File: src/rtl/run_sequencer.sv
// Program-run sequencer: launches a selected program slot on the core, gates it while it runs,
// and reports completion, watchdog timeouts and per-slot cycle statistics.
module run_sequencer #(
  parameter int PC_W        = 10,
  parameter int NUM_PROGS   = 4,
  parameter int SEL_W       = (NUM_PROGS > 1) ? $clog2(NUM_PROGS) : 1,
  parameter int CNT_W       = 16,
  parameter int TIMEOUT_CYC = 0,
  parameter logic [NUM_PROGS*PC_W-1:0] PROG_BASE = {10'd384, 10'd256, 10'd128, 10'd0}
) (
  input  logic             Clk,
  input  logic             Reset,
  input  logic             Start,
  input  logic [SEL_W-1:0] ProgSel,
  input  logic             CoreHalt,
  input  logic [SEL_W-1:0] StatSel,
  output logic             CoreEn,
  output logic             PCLoad,
  output logic [PC_W-1:0]  PCLoadAddr,
  output logic             Ack,
  output logic             Busy,
  output logic             Timeout,
  output logic [CNT_W-1:0] CycleCt,
  output logic [CNT_W-1:0] StatCycles
);

  typedef enum logic [1:0] {IDLE, LOAD, RUN, DONE} state_e;

  localparam logic [SEL_W-1:0] SEL_MASK = SEL_W'(NUM_PROGS - 1);
  localparam logic [CNT_W-1:0] CNT_MAX  = '1;

  state_e           state_q, state_d;
  logic [SEL_W-1:0] slot_q, slot_d;
  logic [CNT_W-1:0] cnt_q, cnt_d;
  logic [CNT_W-1:0] cnt_inc;
  logic             timeout_q, timeout_d;
  logic [CNT_W-1:0] stats_q [NUM_PROGS];
  logic [CNT_W-1:0] stats_d [NUM_PROGS];

  always_comb begin
    state_d   = state_q;
    slot_d    = slot_q;
    cnt_d     = cnt_q;
    timeout_d = timeout_q;
    stats_d   = stats_q;
    cnt_inc   = (cnt_q == CNT_MAX) ? cnt_q : cnt_q + CNT_W'(1);

    case (state_q)
      IDLE, DONE: begin
        if (Start) state_d = LOAD;
      end
      LOAD: begin
        if (!Start) state_d = RUN;
      end
      RUN: begin
        cnt_d = cnt_inc;
        // Abort outranks halt, and halt outranks the watchdog.
        if (Start) begin
          state_d = LOAD;
        end else if (CoreHalt) begin
          state_d         = DONE;
          timeout_d       = 1'b0;
          stats_d[slot_q] = cnt_inc;
        end else if (TIMEOUT_CYC != 0 && int'(cnt_q) + 1 == TIMEOUT_CYC) begin
          state_d         = DONE;
          timeout_d       = 1'b1;
          stats_d[slot_q] = cnt_inc;
        end
      end
      default: state_d = IDLE;
    endcase

    // Capture the slot on the edge entering LOAD too, so PCLoadAddr is right in the first LOAD cycle.
    if (state_d == LOAD) begin
      slot_d    = ProgSel & SEL_MASK;
      cnt_d     = '0;
      timeout_d = 1'b0;
    end
  end

  always_ff @(posedge Clk or posedge Reset) begin
    if (Reset) begin
      state_q   <= IDLE;
      slot_q    <= '0;
      cnt_q     <= '0;
      timeout_q <= 1'b0;
      for (int i = 0; i < NUM_PROGS; i++) stats_q[i] <= '0;
    end else begin
      state_q   <= state_d;
      slot_q    <= slot_d;
      cnt_q     <= cnt_d;
      timeout_q <= timeout_d;
      stats_q   <= stats_d;
    end
  end

  assign CoreEn     = (state_q == RUN);
  assign Busy       = (state_q == RUN);
  assign PCLoad     = (state_q == LOAD);
  assign Ack        = (state_q == DONE);
  assign Timeout    = timeout_q;
  assign CycleCt    = cnt_q;
  assign PCLoadAddr = PROG_BASE[slot_q*PC_W +: PC_W];
  assign StatCycles = stats_q[StatSel & SEL_MASK];

endmodule

File: config.mk
export PLATFORM = sky130hd
export DESIGN_NAME = run_sequencer
export DESIGN_NICKNAME = d
export VERILOG_FILES = /design/src/rtl/run_sequencer.sv
export SDC_FILE = /design/constraint.sdc
export NUM_CORES = 1
export LEC_CHECK = 0
export ABC_AREA = 1
export BUFFER_PORTS_ARGS = -buffer_cell sky130_fd_sc_hd__buf_2
export CAP_MARGIN = 0
export CORE_UTILIZATION = 46
export DETAILED_ROUTE_END_ITERATION = 8
export PLACE_DENSITY = 0.64
export RECOVER_POWER = 50
export SKIP_LAST_GASP = 1
export SYNTH_ARGS = -nofsm -noshare
export SYNTH_HDL_FRONTEND = slang
export SYNTH_SLANG_ARGS = --single-unit
File: constraint.sdc
create_clock -name Clk -period 2.63 [get_ports Clk]
set_input_delay 0.1315 -clock Clk [delete_from_list [all_inputs] [get_ports Clk]]
set_output_delay 0.1315 -clock Clk [all_outputs]
set_load 0.005 [all_outputs]
==> key figures <==
Pwr
  • Combinational Power Share: 0.218
  • Clock power share: 0.298
  • Net Sw Power: 0.000975 W
  • PwrDens: 619 nW/um^2
  • Int Power: 0.00205 W
  • Peak VDD IR: 401 uV
  • Pleak: 2.60 nW
  • Net Sw Frac: 0.322
  • Part of the power in registers: 0.483

Critical path
  • CP required: 3.04 ns
  • Worst Path Max Fanout: 35
  • Crit Path Class: primary input to asynchronous set/reset pin
  • Startpoint types: primary input
  • Setup crit end kind: asynchronous set/reset pin
  • CP arrival: 2.40 ns

Synthesis
  • Most numerous cell in the Yosys netlist: nand2_1
  • Syn Inst Count: 563
  • Seq/Total Area, Yosys: 0.479
  • Async S/R FF share, synth: 1.00
  • Top FF cell, synth: dfrtp_1
  • Synth area leaders: dfrtp_1 (48%), nand2_1 (19%), o21ai_0 (4.7%)
  • Top cell type's share of synthesized area: 0.479
  • EDFF count, synth: 0
  • Cell accounting for the most synthesized area: dfrtp_1
  • Unique masters post-synth: 32
  • Top cells by count, synth: nand2_1 (223), dfrtp_1 (84), nor2_1 (51)
  • Synth warnings: 0
  • Synth Area per Inst: 7.79 sq um
  • Synthesized flop and latch total: 84
  • Post-Syn Area: 4390 sq um

STA
  • Part of the cycle the worst path needs: 0.756
  • Setup tns final: 0 ns
  • Min Tclk post-route: 1.99 ns
  • RSZ-0062 raised after global routing: false
  • Final Setup Violations: 0
  • Slew @ Worst Pin: 1.54 ns
  • Final WS setup: 0.642 ns
  • Rel. slew slack: -0.0299
  • Fin. Hold Viols: 0
  • Achievable Freq: 503 MHz
  • Clk_skew: 0.0187 ns
  • Fin. max-slew vios: 36

Die
  • Core Region: 9240 sq um
  • Die W: 99.7 um
  • FP Rows: 35
  • Initial Util: 0.475
  • Die Ht: 99.7 um
  • Die Area: 9930 sq um
  • # IOs: 55

GRT
  • Largest net degree at the start of global routing: 36
  • First-pass GRT wire length: 18.0 mm
  • Initial antenna violation count: 0
  • Total gr overflow: 0
  • Total track usage: 0.235
  • Vias in the first global route: 3592

Clock tree
  • CTS tree: yes
  • Max clock buf depth: 2
  • Clock Pin Slew Worst Setup and Hold Paths: 0.09 ns
  • H-tree depth: 3
  • Root Buffer: clkbuf_8
  • Clock insertion delay at the later pin of the skew report: 0.35 ns
  • Clock Sink Count: 84
  • TritonCTS buffer count: 9
  • Post-CTS Resized: 0

Placement
  • Setup Slack @ Placement: 0.721 ns
  • Port bufs: 45
  • Placer congestion estimate: 0.846
  • HPWL Detailed: 7.16 mm

Detailed routing
  • Final WL: 10.7 mm
  • Drt via density: 5.03
  • DRC: 0
  • Antenna-violating nets left: 0
  • DRT Pass-1 Iters: 5
  • Vias: 3719
  • Routed WL per cell: 14.4 um
  • DRT iter0 DRCs: 189

Status
  • Status: finished, violations left
  • Failing checks: max-capacitance violations, max-slew violations

Finish
  • Layout fillers: 922
  • Fin util: 0.529
  • P&R area growth vs syn: 11.3%
  • Share of cells above drive strength 1: 0.159
  • Net count, final: 617
  • Antenna cells: 0

Hold path
  • Hold Path Class: primary input to register

Run
  • Maxcap violations: 1
[timing repair]
item | CTS | global route
endpoints found under the setup margin | 0 | 0
hold buffers | 3 | 0
endpoints found under the hold margin | 35 | 0
buffers inserted | 0 | 0
[state kept, by name, summed over array words and instances, names as in the netlist]
name     cells
slot_q       2
CycleCt     16
state_q      2
stats_q     64
[path summary, 6_finish.rpt]
| check | from | to | slack (ns) | depth (start not counted) |
|---|---|---|---|---|
| min in group asynchronous | Reset | stats_q[28] | 0.69 | 3 |
| setup / recovery | Reset | stats_q[63] | 0.64 | 4 |
| setup reg to reg | CycleCt[0] | CycleCt[4] | 0.70 | 7 |
| max in group Clk | CycleCt[0] | CycleCt[4] | 0.70 | 7 |
| hold / removal | Start | state_q[1] | 0.18 | 4 |
| hold reg to reg | stats_q[19] | stats_q[19] | 0.48 | 2 |
[area by class of cell]
| class | instances | area, sq um | area share |
|---|---|---|---|
| Inverter | 29 | 110 | 0.0225 |
| Clock inverter | 6 | 62.6 | 0.0128 |
| Tap cell | 129 | 161 | 0.0331 |
| Multi-Input combinational cell | 425 | 2010 | 0.413 |
| Timing Repair Buffer | 56 | 305 | 0.0625 |
| Clock buffer | 10 | 128 | 0.0261 |
| Sequential cell | 84 | 2100 | 0.430 |
[power groups by stage]
| stage | clock [W] | combinational (W) | sequential (W) |
|---|---|---|---|
| final | 0.000902 | 0.000660 | 0.00146 |
| after global routing | 0.000974 | 0.000747 | 0.00148 |
| after CTS | 0.000916 | 0.000669 | 0.00146 |
| after detailed placement | 0 | 0.000665 | 0.00149 |
| after global placement | 0 | 0.000658 | 0.00148 |
| after floorplan | 0 | 0.000522 | 0.00148 |
[placed cells by master (no fill, tap or decap), drive strengths merged]
cell	count
nand2	228
dfrtp	84
nor2	62
o21ai	60
buf	47
inv	29
nand3	21
o22ai	16
clkbuf	16
conb	9
nand4	5
nor3	4
a31oi	4
ha	4
nand3b	4
clkinv	4
xnor2	3
dlygate4sd3	3
xor2	2
or2	2
a21oi	1
clkinvlp	1
bufinv	1
[critical path: stages]
cell	delay, ns
dlygate4sd3_1	0.54
buf_2	0.12
clkinvlp_2	0.88
clkbuf_2	0.70
[per-layer routing]
| layer | routed length, um | up-vias | track usage |
|---|---|---|---|
| met5 | 0 | - | 0 |
| met4 | 83 | 0 | 0.0667 |
| met3 | 434 | 6 | 0.0330 |
| met2 | 5070 | 80 | 0.386 |
| met1 | 5070 | 1776 | 0.324 |
| li1 | - | 1857 | - |
[stage by stage]
step                total power, W  hold WS [ns]  cell area [sq um]  std cells
finish                     0.00302         0.176               4880        739
floorplan                  0.00200         0.252               4420        571
global route               0.00320         0.180               4880        739
global placement           0.00214         0.213               4670        720
detailed placement         0.00215         0.214               4670        720
CTS                        0.00305         0.162               4890        739
[cell families (layout without fill, tap and decap cells)]
| family | Yosys count | count (layout) | share of synthesized area |
|---|---|---|---|
| other | 1 | 9 | 0.000855 |
| flip-flops | 84 | 84 | 0.479 |
| AND/OR/NAND/NOR | 326 | 326 | 0.332 |
| adder cells (fa/ha/maj) | 4 | 4 | 0.0114 |
| AO/OA/AOI/OAI | 81 | 81 | 0.0981 |
| buffers and inverters | 62 | 101 | 0.0687 |
| XOR/XNOR | 5 | 5 | 0.00998 |
Power figures use the tool's default switching activity.
